File: src/rtl/branch_predictor.sv
`default_nettype none
// +-------------------------------------------------------------------------+
// | branch_predictor: 2-bit BHT + direct-mapped BTB fetch predictor          |
// | Rev 1.0                                                                  |
// +-------------------------------------------------------------------------+
module branch_predictor #(
  parameter int IDX_BITS = 6,
  parameter int TAG_BITS = 8,
  parameter int CNT_BITS = 16
) (
  input  logic                clk,
  input  logic                rst_n,
  input  logic [31:0]         if_pc,
  input  logic [31:0]         if_inst,
  input  logic                stall,
  input  logic                flush,
  output logic                pred_taken_if,
  output logic [31:0]         pred_target_if,
  output logic                prediction_id,
  input  logic                upd_valid,
  input  logic [31:0]         upd_pc,
  input  logic                upd_taken,
  input  logic [31:0]         upd_target,
  input  logic                upd_mispredict,
  output logic [CNT_BITS-1:0] perf_branches,
  output logic [CNT_BITS-1:0] perf_mispred
);

  localparam int         ENTRIES   = 1 << IDX_BITS;
  localparam logic [6:0] OP_BRANCH = 7'b1100011;

  logic [1:0]          bht        [ENTRIES];
  logic [ENTRIES-1:0]  btb_valid;
  logic [TAG_BITS-1:0] btb_tag    [ENTRIES];
  logic [31:0]         btb_target [ENTRIES];

  logic [IDX_BITS-1:0] if_idx;
  logic [TAG_BITS-1:0] if_tag;
  logic [IDX_BITS-1:0] upd_idx;
  logic [TAG_BITS-1:0] upd_tag;
  logic                hit;
  logic                unused_bits;

  assign if_idx  = if_pc[IDX_BITS+1:2];
  assign if_tag  = if_pc[IDX_BITS+TAG_BITS+1:IDX_BITS+2];
  assign upd_idx = upd_pc[IDX_BITS+1:2];
  assign upd_tag = upd_pc[IDX_BITS+TAG_BITS+1:IDX_BITS+2];

  assign unused_bits = ^{if_pc[1:0], if_pc[31:IDX_BITS+TAG_BITS+2], if_inst[31:7],
                         upd_pc[1:0], upd_pc[31:IDX_BITS+TAG_BITS+2]};

  // Lookup reads the arrays directly, so a same-cycle update is seen only next cycle.
  assign hit            = btb_valid[if_idx] && (btb_tag[if_idx] == if_tag);
  assign pred_taken_if  = (if_inst[6:0] == OP_BRANCH) && bht[if_idx][1] && hit;
  assign pred_target_if = hit ? btb_target[if_idx] : (if_pc + 32'd4);

  always_ff @(posedge clk or negedge rst_n) begin
    if (!rst_n) begin
      for (int i = 0; i < ENTRIES; i++) begin
        bht[i] <= 2'b01;
      end
      btb_valid <= '0;
    end else if (upd_valid) begin
      if (upd_taken) begin
        if (bht[upd_idx] != 2'b11) bht[upd_idx] <= bht[upd_idx] + 2'b01;
        btb_valid[upd_idx] <= 1'b1;
      end else if (bht[upd_idx] != 2'b00) begin
        bht[upd_idx] <= bht[upd_idx] - 2'b01;
      end
    end
  end

  // Tag and target payload carry no reset; validity alone qualifies them.
  always_ff @(posedge clk) begin
    if (upd_valid && upd_taken) begin
      btb_tag[upd_idx]    <= upd_tag;
      btb_target[upd_idx] <= upd_target;
    end
  end

  always_ff @(posedge clk or negedge rst_n) begin
    if (!rst_n) begin
      prediction_id <= 1'b0;
    end else if (flush) begin
      prediction_id <= 1'b0;
    end else if (!stall) begin
      prediction_id <= pred_taken_if;
    end
  end

  always_ff @(posedge clk or negedge rst_n) begin
    if (!rst_n) begin
      perf_branches <= '0;
      perf_mispred  <= '0;
    end else if (upd_valid) begin
      if (perf_branches != '1) perf_branches <= perf_branches + CNT_BITS'(1);
      if (upd_mispredict && (perf_mispred != '1)) perf_mispred <= perf_mispred + CNT_BITS'(1);
    end
  end

endmodule
`default_nettype wire

File: config.mk
export PLATFORM = sky130hd
export DESIGN_NAME = branch_predictor
export DESIGN_NICKNAME = d
export VERILOG_FILES = /design/src/rtl/branch_predictor.sv
export SDC_FILE = /design/constraint.sdc
export NUM_CORES = 2
export LEC_CHECK = 0
export CAP_MARGIN = 0
export CORE_MARGIN = 1
export CORE_UTILIZATION = 35
export CTS_CLUSTER_SIZE = 30
export DETAILED_ROUTE_END_ITERATION = 10
export DONT_BUFFER_PORTS = 1
export PLACE_DENSITY_LB_ADDON = 0.3
export SETUP_SLACK_MARGIN = 0.1
export SLEW_MARGIN = 20
export SYNTH_ARGS = -nofsm -noshare
export SYNTH_HDL_FRONTEND = slang
export SYNTH_SLANG_ARGS = --single-unit
File: constraint.sdc
create_clock -name clk -period 5.8 [get_ports clk]
set_clock_uncertainty 0.05 [all_clocks]
set_input_delay 1.16 -clock clk [delete_from_list [all_inputs] [get_ports clk]]
set_output_delay 1.16 -clock clk [all_outputs]
set_load 0.02 [all_outputs]
==> impl_table.tex <==
\begin{tabular}{lr}
\hline
Metric & Value \\
\hline
\multicolumn{2}{l}{\textbf{Die}} \\
\quad Total core area & 0.3086 sq mm \\
\quad Total number of placement rows & 204 \\
\quad DIE WIDTH & 558.9 um \\
\quad Initial cell density of the core & 0.3517 \\
\quad Height of the chip & 558.9 um \\
\quad I/O pins & 201 \\
\quad Area enclosed by the die boundary & 0.3124 sq mm \\
\multicolumn{2}{l}{\textbf{Clock tree}} \\
\quad Clock tree from TritonCTS & done \\
\quad Clock root buffer & clkbuf\_16 \\
\quad Worst-skew pair later-pin latency & 0.88 ns \\
\quad Number of H-tree branching levels & 5 \\
\quad Buffer depth of the longest clock path & 4 \\
\quad Clock buffers created by TritonCTS & 289 \\
\quad Clock transition at path regs & 0.07 ns \\
\quad Number of sinks on the clock net & 2,785 \\
\multicolumn{2}{l}{\textbf{Synthesis}} \\
\quad Synth unique cells & 70 \\
\quad Mean instance size in the synthesized netlist & 22.17 sq um \\
\quad Number of nets produced by synthesis & 5,036 \\
\quad Synth async-reset ratio & 0.08079 \\
\quad Synth Register Bits & 2,785 \\
\quad Mapped Cells & 4,896 \\
\quad Synthesis Warnings & 0 \\
\quad Top FF cell, synth & edfxtp\_1 \\
\quad Number of synthesized flops with an enable pin & 2,560 \\
\quad Mapped Area & 0.1085 sq mm \\
\quad Sequential area share after synthesis & 0.7608 \\
\multicolumn{2}{l}{\textbf{Setup path}} \\
\quad Largest driver fanout on the critical path & 8 \\
\quad Kind of cell adding the most delay to the critical path & buffers and inverters \\
\quad Max incr delay on CP & 0.52 ns \\
\quad Critical Path Start Type & primary input \\
\quad Crit path top cell by count & buf\_16 \\
\quad CP max-delay cell & mux4\_2 \\
\quad Path type of the worst setup path & primary input to output pin \\
\quad Critical path buffers and inverters & 9 \\
\quad Crit path arrival time & 4.88 ns \\
\quad CP Cell Sequence & buf\_16 -> buf\_16 -> buf\_16 -> buf\_16 -> mux4\_2 -> a22oi\_2 -> a21oi\_4 -> nor4\_4 -> buf\_4 -> xnor2\_2 -> or3\_4 -> nor4\_4 -> buf\_12 -> buf\_12 -> buf\_12 -> mux2i\_1 -> buf\_4 \\
\quad Critical Path RT & 4.59 ns \\
\quad Kind of end point of the critical path & output pin \\
\multicolumn{2}{l}{\textbf{Cells and area}} \\
\quad Final \#Nets & 5,309 \\
\quad Commonest non-fill, non-tap cell in the layout & edfxtp\_1 \\
\quad Area growth from synthesis to layout & 15.65\% \\
\quad Fraction of final layout cells sized beyond drive strength 1 & 0.3208 \\
\quad Number of filler cells placed in the layout & 26,797 \\
\quad Leading cell types in the layout, fill and taps excluded & edfxtp\_1, mux4\_2, clkbuf\_16 \\
\multicolumn{2}{l}{\textbf{Timing}} \\
\quad Highest achievable clock rate & 0.1642 GHz \\
\quad Slew Limit Fails & 0 \\
\quad Tmin final & 6.091 ns \\
\quad Fraction of the cycle the final worst path needs & 1.050 \\
\quad Worst setup slack after layout & -0.2911 ns \\
\quad Final number of setup-violating endpoints & 33 \\
\quad Slew at the pin closest to its max-slew limit & 1.110 ns \\
\quad Slew Limit Headroom & 0.2600 \\
\quad Final Hold Violating Endpoints & 0 \\
\quad Setup tns final & -7.278 ns \\
\quad Unrepaired setup endpoints after global routing & yes \\
\multicolumn{2}{l}{\textbf{Route}} \\
\quad Final routed wirelength across all metal layers & 315,600 um \\
\quad Count of unresolved DRC violations after routing & 0 \\
\quad DRT Pass-1 Iters & 5 \\
\quad Count of routing violations after the opening detailed-route iteration & 6,465 \\
\quad Post-route ant nets & 0 \\
\quad Vias after detailed routing & 53,213 \\
\quad Via density per instance & 5.593 \\
\quad Routed len/inst & 33.18 um \\
\multicolumn{2}{l}{\textbf{GRT}} \\
\quad Overflow left after global routing & 0 \\
\quad Antenna violations before repair & 11 \\
\quad Via count of the first global-routing pass & 53,456 \\
\quad Maximum number of pins on one net before global-route repair & 695 \\
\quad First-pass GRT wire length & 431,600 um \\
\quad Global Route Usage Sum & 0.1990 \\
\multicolumn{2}{l}{\textbf{Placement}} \\
\quad Final HPWL from detailed placement & 159,800 um \\
\quad Count of buffers from port buffering & 0 \\
\quad Weighted congestion at the end of routability-driven global placement & 0.7902 \\
\multicolumn{2}{l}{\textbf{Hold path}} \\
\quad Tightest Hold Check Type & primary input to async pin \\
\multicolumn{2}{l}{\textbf{Power and ir drop}} \\
\quad Max VDD drop & 0.0002325 V \\
\quad Pwr/cell area & 339.3 mW/mm\^{}2 \\
\quad Static power due to leakage & 0.03955 uW \\
\quad Total power of the final layout & 42,600 uW \\
\multicolumn{2}{l}{\textbf{Run status}} \\
\quad Result of the run & finished with violations \\
\quad Failing checks & setup timing \\
\multicolumn{2}{l}{\textbf{Flow run}} \\
\quad Total of max-cap violations & 0 \\
\hline
\end{tabular}
[report_power, final]
part / internal (uW) / switching [uW] / total [uW]
Clock: 10200 / 7650 / 17900
Sequential: 22300 / 269 / 22600
Combinational: 1060 / 1120 / 2180
Total: 33600 / 9040 / 42600
[synthesized netlist by cell type, types with 5 or more instances]
library cell / count / share of area
a21oi_1: 12 / 0.00055
a221oi_1: 8 / 0.00065
a22o_1: 6 / 0.00048
a22oi_1: 53 / 0.0037
and2_1: 9 / 0.00052
and3_1: 12 / 0.00069
and4_1: 5 / 0.00040
buf_1: 8 / 0.00028
buf_2: 70 / 0.0032
buf_4: 8 / 0.00055
buf_6: 14 / 0.0015
clkbuf_1: 145 / 0.0050
dfrtp_1: 161 / 0.037
dfstp_2: 64 / 0.015
edfxtp_1: 2560 / 0.71
ha_1: 5 / 0.00058
inv_1: 9 / 0.00031
mux2_2: 20 / 0.0021
mux2_4: 28 / 0.0039
mux2i_1: 30 / 0.0028
mux4_2: 816 / 0.17
nand2_1: 259 / 0.0090
nand2b_1: 9 / 0.00052
nand3_1: 36 / 0.0017
nand3b_1: 8 / 0.00055
nand4_1: 16 / 0.00092
nor2_1: 107 / 0.0037
nor2b_1: 6 / 0.00035
nor3_1: 8 / 0.00037
nor4_1: 11 / 0.00063
o21ai_0: 137 / 0.0063
o221ai_1: 5 / 0.00040
o22a_1: 7 / 0.00056
o22ai_1: 50 / 0.0029
or2_2: 69 / 0.0040
or3b_2: 6 / 0.00048
xnor2_1: 46 / 0.0037
xor2_1: 18 / 0.0015
[cells by family after synthesis]
kind of cell | count (synthesis) | share of synthesized area
compound gates | 305 | 0.01769
fa+ha+maj | 5 | 0.0005763
xor+xnor | 64 | 0.005164
simple gates | 576 | 0.02504
buf+inv | 264 | 0.01195
mux | 897 | 0.1787
flops | 2785 | 0.7608
[path summary, 6_finish.rpt]
kind                       depth (start not counted)      startpoint  slack [ns]                 to
setup / recovery                                  17        if_pc[2]       -0.29  pred_target_if[2]
hold / removal                                     0           rst_n        0.10          async pin
setup reg to reg                                   8  btb_tag[54][7]        2.41      prediction_id
hold reg to reg                                    1   btb_valid[31]        0.41      btb_valid[31]
max in group asynchronous                          1           rst_n        4.70      btb_valid[39]
min in group clk                                   1           flush        0.31      prediction_id
[registers in the layout, indices dropped and copies added (netlist names), named ones only]
register,flops
bht,64
btb_tag,512
btb_valid,64
prediction_id,1
btb_target,2048
perf_mispred,16
perf_branches,16
[layer usage]
layer	wire length (um)	track usage	part of all wire
met1	121900	0.2582	0.39
met2	160500	0.3401	0.51
met3	22540	0.03101	0.071
met4	10740	0.06810	0.034
met5	0	0	0
[timing repair]
action / 4_1_cts / 5_1_grt
buffers inserted: 16 / 4
endpoints found under the setup margin: 33 / 33
hold buffers: 1 / 0
pin swaps: 9 / 7
gates resized for setup: 45 / 7
gates cloned: 21 / 9
hold endpoints to repair: 161 / 0
[final cells by class]
type	instances	area, sq um	area share
Sequential cell	2785	82580	0.6579
Clock buffer	352	7646	0.06091
Antenna cell	11	27.53	0.0002193
Inverter	10	47.55	0.0003787
Tap cell	4120	5155	0.04106
Multi-Input combinational cell	1847	25340	0.2019
Clock inverter	153	1240	0.009877
Timing Repair Buffer	236	3495	0.02784
[through the flow]
stage | instances | setup slack [ns] | util | area [sq um] | hold WS (ns)
after floorplan | 4896 | 0.1487 | - | 108500 | 0.3837
after global placement | 8936 | -2.144 | 0.3729 | 115100 | 0.3933
after detailed placement | 8943 | -1.891 | 0.3735 | 115200 | 0.3985
after CTS | 9486 | -0.2755 | 0.4054 | 125100 | 0.02750
after global routing | 9514 | -0.3617 | 0.4068 | 125500 | 0.06859
final | 9514 | -0.2911 | 0.4068 | 125500 | 0.1016
Power figures use the tool's default switching activity.
